**src/rtl/wb_regfile_arbiter_pkg.sv**
```systemverilog
// Shared defines for the register-file write-port arbiter:
// FSM encoding and the hard-wired zero register address.
package wb_regfile_arbiter_pkg;

    typedef enum logic [1:0] {
        ST_RUN   = 2'd0,
        ST_DRAIN = 2'd1,
        ST_DEBUG = 2'd2
    } arb_state_t;

    localparam int REG_ZERO = 0;

endpackage

```
**src/rtl/wb_regfile_arbiter.sv**
```systemverilog
// Register-file write-port owner: shares the port between write-back
// and the debug unit, and sequences halt -> drain -> debug -> resume.
module wb_regfile_arbiter
    import wb_regfile_arbiter_pkg::*;
#(
    parameter int NB_DATA      = 32,
    parameter int NB_ADDR      = 5,
    parameter int DRAIN_CYCLES = 4,
    parameter int NB_CNT       = 8
) (
    input  logic               i_clk,
    input  logic               i_rst_n,
    input  logic               i_wb_regWrite,
    input  logic [NB_ADDR-1:0] i_wb_reg2write,
    input  logic [NB_DATA-1:0] i_wb_write_data,
    input  logic               i_dbg_halt_req,
    input  logic               i_dbg_valid,
    input  logic [NB_ADDR-1:0] i_dbg_addr,
    input  logic [NB_DATA-1:0] i_dbg_data,
    output logic               o_dbg_ready,
    output logic               o_halt,
    output logic               o_dbg_granted,
    output logic               o_rf_we,
    output logic [NB_ADDR-1:0] o_rf_addr,
    output logic [NB_DATA-1:0] o_rf_data,
    output logic               o_err,
    output logic [NB_CNT-1:0]  o_dbg_wr_count
);

    localparam int NB_DC = (DRAIN_CYCLES > 1) ? $clog2(DRAIN_CYCLES) : 1;

    arb_state_t        r_state;
    logic [NB_DC-1:0]  r_cnt;
    logic              r_halt;
    logic              r_granted;
    logic              r_ready;
    logic              r_err;
    logic [NB_CNT-1:0] r_wr_count;

    logic w_we_raw;
    logic w_dbg_xfer;

    always_ff @(posedge i_clk or negedge i_rst_n) begin
        if (!i_rst_n) begin
            r_state   <= ST_RUN;
            r_cnt     <= '0;
            r_halt    <= 1'b0;
            r_granted <= 1'b0;
            r_ready   <= 1'b0;
        end else begin
            unique case (r_state)
                ST_RUN: begin
                    if (i_dbg_halt_req) begin
                        r_state <= ST_DRAIN;
                        r_cnt   <= NB_DC'(DRAIN_CYCLES - 1);
                        r_halt  <= 1'b1;
                    end
                end
                ST_DRAIN: begin
                    if (!i_dbg_halt_req) begin
                        r_state <= ST_RUN;
                        r_cnt   <= '0;
                        r_halt  <= 1'b0;
                    end else if (r_cnt == '0) begin
                        r_state   <= ST_DEBUG;
                        r_granted <= 1'b1;
                        r_ready   <= 1'b1;
                    end else begin
                        r_cnt <= r_cnt - 1'b1;
                    end
                end
                ST_DEBUG: begin
                    if (!i_dbg_halt_req) begin
                        r_state   <= ST_RUN;
                        r_halt    <= 1'b0;
                        r_granted <= 1'b0;
                        r_ready   <= 1'b0;
                    end
                end
                default: begin
                    r_state   <= ST_RUN;
                    r_cnt     <= '0;
                    r_halt    <= 1'b0;
                    r_granted <= 1'b0;
                    r_ready   <= 1'b0;
                end
            endcase
        end
    end

    assign w_dbg_xfer = i_dbg_valid & r_ready;

    always_ff @(posedge i_clk or negedge i_rst_n) begin
        if (!i_rst_n) begin
            r_err      <= 1'b0;
            r_wr_count <= '0;
        end else begin
            if (r_granted && i_wb_regWrite) begin
                r_err <= 1'b1;
            end
            if (w_dbg_xfer) begin
                r_wr_count <= r_wr_count + 1'b1;
            end
        end
    end

    // Port mux: debug owns the port only once the pipeline is drained.
    assign w_we_raw  = r_granted ? i_dbg_valid : i_wb_regWrite;
    assign o_rf_addr = r_granted ? i_dbg_addr  : i_wb_reg2write;
    assign o_rf_data = r_granted ? i_dbg_data  : i_wb_write_data;
    assign o_rf_we   = w_we_raw & i_rst_n &
                       (o_rf_addr != NB_ADDR'(REG_ZERO));

    assign o_halt         = r_halt;
    assign o_dbg_granted  = r_granted;
    assign o_dbg_ready    = r_ready;
    assign o_err          = r_err;
    assign o_dbg_wr_count = r_wr_count;

endmodule

```
**config.mk**
```make
export PLATFORM = sky130hd
export DESIGN_NAME = wb_regfile_arbiter
export DESIGN_NICKNAME = d
export VERILOG_FILES = /design/src/rtl/wb_regfile_arbiter_pkg.sv /design/src/rtl/wb_regfile_arbiter.sv
export SDC_FILE = /design/constraint.sdc
export NUM_CORES = 1
export LEC_CHECK = 0
export CELL_PAD_IN_SITES_DETAIL_PLACEMENT = 0
export CELL_PAD_IN_SITES_GLOBAL_PLACEMENT = 1
export CORE_MARGIN = 1
export CORE_UTILIZATION = 21
export DETAILED_ROUTE_END_ITERATION = 8
export GPL_ROUTABILITY_DRIVEN = 1
export MAX_ROUTING_LAYER = met4
export PLACE_DENSITY = 0.85
export SLEW_MARGIN = 20
export SYNTH_ARGS = -nofsm -noshare
export SYNTH_HDL_FRONTEND = slang
export SYNTH_SLANG_ARGS = --single-unit
```
**constraint.sdc**
```tcl
create_clock -name i_clk -period 3.3 [get_ports i_clk]
set_input_delay 0.66 -clock i_clk [delete_from_list [all_inputs] [get_ports i_clk]]
set_output_delay 0.66 -clock i_clk [all_outputs]
set_load 0.05 [all_outputs]
```
==> metrics, run 1 <==
status=completed; Netlist Area Pre-Place=~0.0012 mm²; hold_sp=o_err$_DFFE_PN0P_; CTS tree=yes; post-synth top area share=~33%; #FFs+latches synth=15; uppermost layer routed=met4; VDD IR max=0.444 mV; Worst-Skew Late Latency=between 0.2 and 0.3 ns; final hold vios=0; Data required, critical path=2.64 ns; Initial Utilization=approximately 22%; Comb power frac=72.4%; drt via density=about 4.3; crit path cell chain=clkdlybuf4s50_1 -> mux2_4 -> or4_1 -> o211a_1 -> buf_4; post-CTS setup repair buffer count=0; Iter 0 DRT Violations=between 80 and 90; Via Count=between 1,000 and 1,500; register area share after synthesis=a little under a third; XOR/XNOR share of the synthesized area=just under 5%; Residual DRC=0; RSZ-0062 raised after global routing=no; Nets=334; Die Y=between 70 and 80 µm; Adder-Cell Fraction of Synth Area=slightly above 5%; Top Ports=129; largest area contributor in the netlist=mux2_2; Slew Limit Headroom=62.3%; post-synthesis mux area share=around a third; die area=just over 0.006 mm²; pin count of the biggest net entering global routing=22; met3 WL=approximately 210 µm; TritonCTS Buffers=3; Row Count=27; CP Capture Type=output port; Slew Viols, Final=0; worst stage delay on the critical path=around 0.55 ns; Synth Area in Compound Gates=a little under a tenth; # setup viols final=0; Max stage delay cell, worst path=or4_1; buffer and inverter count on the worst path=2; Syn Nets=207; worst hold slack=roughly 0.46 ns; crit path launch type=primary input; RD Place Congestion=0.726; hold buffers post-CTS=0; r2r startpoint=o_dbg_ready$_DFFE_PN0P_; Post-DRT Antenna Nets=0; Clk pwr share=8.8%; Gate Count Post-Synth=123; per-cell routed wire length=12.9 µm; Yosys Warn Count=0; f_max=about 340 MHz; CTS root buf=clkbuf_8; CTS max path bufs=2; Yosys cell types=29; Clock Sink Count=15; layout cells sized above 1=19.3%; WL met1=around 1.7 mm; crit path kind=in2out; setup TNS=0 ns; Critical Path AT=2.30 ns; Pwr Density=about 650 mW/mm²; vias in the first global route=approximately 1,400; launch point of the worst path=i_wb_reg2write[2]; initial antenna violation count=0; CTS H-Tree Depth=1; DR WL met2=between 2 and 2.5 mm; Critical Path Fanout Max=2; Die Wd=~79 µm; internal power=between 800 and 900 µW; dpl hpwl=around 3.4 mm; Final Cycle Share=roughly 90%; critical path's top delay family=buffers and inverters; TritonRoute pass-1 iters=3; min Tclk post-route=about 3.0 ns; total net switching power=between 800 and 900 µW; n_diodes=0; Synth Area in Simple Gates=9.46%; Slew @ Worst Pin=~0.56 ns; Total Wirelength=approximately 4.2 mm; grt ovf=0; max capacitance violation total=0; top post-synthesis cells by area=mux2_2 (33%), dfrtp_1 (30%), ha_1 (5.0%); Layout area overhead=112%; I/O Buffers=around 130; main combinational cell family by area after synthesis=multiplexers; total core area=around 0.0056 mm²; Reg clk slew, reported paths=0.06 ns; first-pass GRT wire length=approximately 6.5 mm; syn_area_per_cell=10.1 µm²; cts repair resizes=0; GR Util All Layers=between 10% and 20%; Worst Hold Class=reg2reg; skew final=~0.0015 ns; Leak=about 0.0010 µW; sequential power share=about a fifth; Sw Ratio=between 50 and 60%
worst register-to-register path: stages (launching register included):
cell,delay (ns)
dfrtp_2,0.62
buf_4,0.32
and4_1,0.26
and3_1,0.19
nand4_1,0.12
xnor2_1,0.14
power groups by stage:
stage / Sequential (µW) / Clock [µW] / Combinational [µW]
after global placement: 327 / 0 / 1240
final: 323 / 150 / 1250
after detailed placement: 329 / 0 / 1250
after CTS: 328 / 155 / 1260
after global routing: 338 / 168 / 1310
after floorplan: 421 / 0 / 747
cells by family after synthesis:
logic type	Yosys count
muxes	38
adders and majority gates	5
buffers and inverters	16
DFF	15
xor gates and xnor gates	7
AOI/OAI and AO/OA	18
and+or+nand+nor	24
through the flow:
step | area (µm²) | util (%) | setup slack, ns | instances | power [µW]
5_1_grt | 2630 | 46.9 | 0.235 | 321 | 1820
6_report | 2630 | 46.9 | 0.344 | 321 | 1720
3_3_place_gp | 2590 | 46.1 | 0.329 | 317 | 1570
3_5_place_dp | 2590 | 46.1 | 0.347 | 317 | 1580
4_1_cts | 2630 | 46.9 | 0.320 | 321 | 1740
2_1_floorplan | 1240 | - | 0.466 | 123 | 1170
synth_stat cells:
cell type / instances
mux2_2: 36
dfrtp_1: 15
nand2_1: 10
inv_1: 7
xnor2_1: 7
a21oi_1: 5
ha_1: 5
o21ai_0: 5
clkbuf_1: 4
nand3_1: 3
a21o_1: 2
buf_2: 2
mux2_4: 2
nand4_1: 2
nor2_1: 2
nor2b_1: 2
nor3_1: 2
a311oi_1: 1
a32o_1: 1
and3_1: 1
and4_1: 1
buf_1: 1
buf_4: 1
buf_6: 1
o211a_1: 1
o211ai_1: 1
o22ai_1: 1
o32a_1: 1
or4_1: 1
final timing paths:
| path | end | slack, ns | cells after the start |
|---|---|---|---|
| min | o_err$_DFFE_PN0P_ | 0.46 | 1 |
| max in group asynchronous | o_dbg_ready$_DFFE_PN0P_ | 2.37 | 2 |
| min reg2reg | o_err$_DFFE_PN0P_ | 0.46 | 1 |
| min in group asynchronous | r_state[0]$_DFFE_PN0P_ | 0.73 | 2 |
| max reg2reg | o_dbg_wr_count[7]$_DFFE_PN0P_ | 1.53 | 5 |
| max | o_rf_we | 0.34 | 5 |
area by class of cell:
cell class | count | area (µm²)
clock buffers | 3 | 41.3
well taps | 72 | 90.1
flip-flops and latches | 15 | 377
inverters | 7 | 26.3
multi-input cells | 92 | 795
repair buffers | 131 | 1300
clock inverters | 1 | 5.00
fillers | 564 | 2980
layout by cell type, fill, tap and decap left out, types with 2 or more instances in the layout:
| cell | count |
|---|---|
| dfrtp_1 | 14 |
| o21ai_0 | 5 |
| clkdlybuf4s50_1 | 126 |
| mux2_4 | 2 |
| nor2_1 | 2 |
| mux2_2 | 36 |
| xnor2_1 | 7 |
| clkbuf_8 | 3 |
| nor3_1 | 2 |
| nand4_1 | 2 |
| a21o_1 | 2 |
| nor2b_1 | 2 |
| inv_1 | 7 |
| nand2_1 | 10 |
| nand3_1 | 3 |
| a21oi_1 | 5 |
| buf_4 | 5 |
| ha_1 | 5 |
state kept, by name (all words and copies together), names as in the netlist:
signal and count:
o_halt 1, o_dbg_ready 1, o_err 1, o_dbg_wr_count 8, r_cnt 2, r_state 2
routing by layer:
layer | global-route usage, % | vias to the layer above
met2 | 22.9 | 68
li1 | - | 690
met5 | - | -
met1 | 16.9 | 628
met3 | 1.38 | 6
met4 | 5.45 | 0
Power figures use the tool's default switching activity.
==> run 2: changes to the inputs <==
Settings changed: CTS_CLUSTER_DIAMETER set to 200.
==> results of run 2 <==
Final layout, timing and power as in run 1 (identical DEF).
==> run 3: changes to the inputs <==
Settings changed: SLEW_MARGIN 20 to 40.
==> results of run 3 <==
Final layout, timing and power as in run 1 (identical DEF).
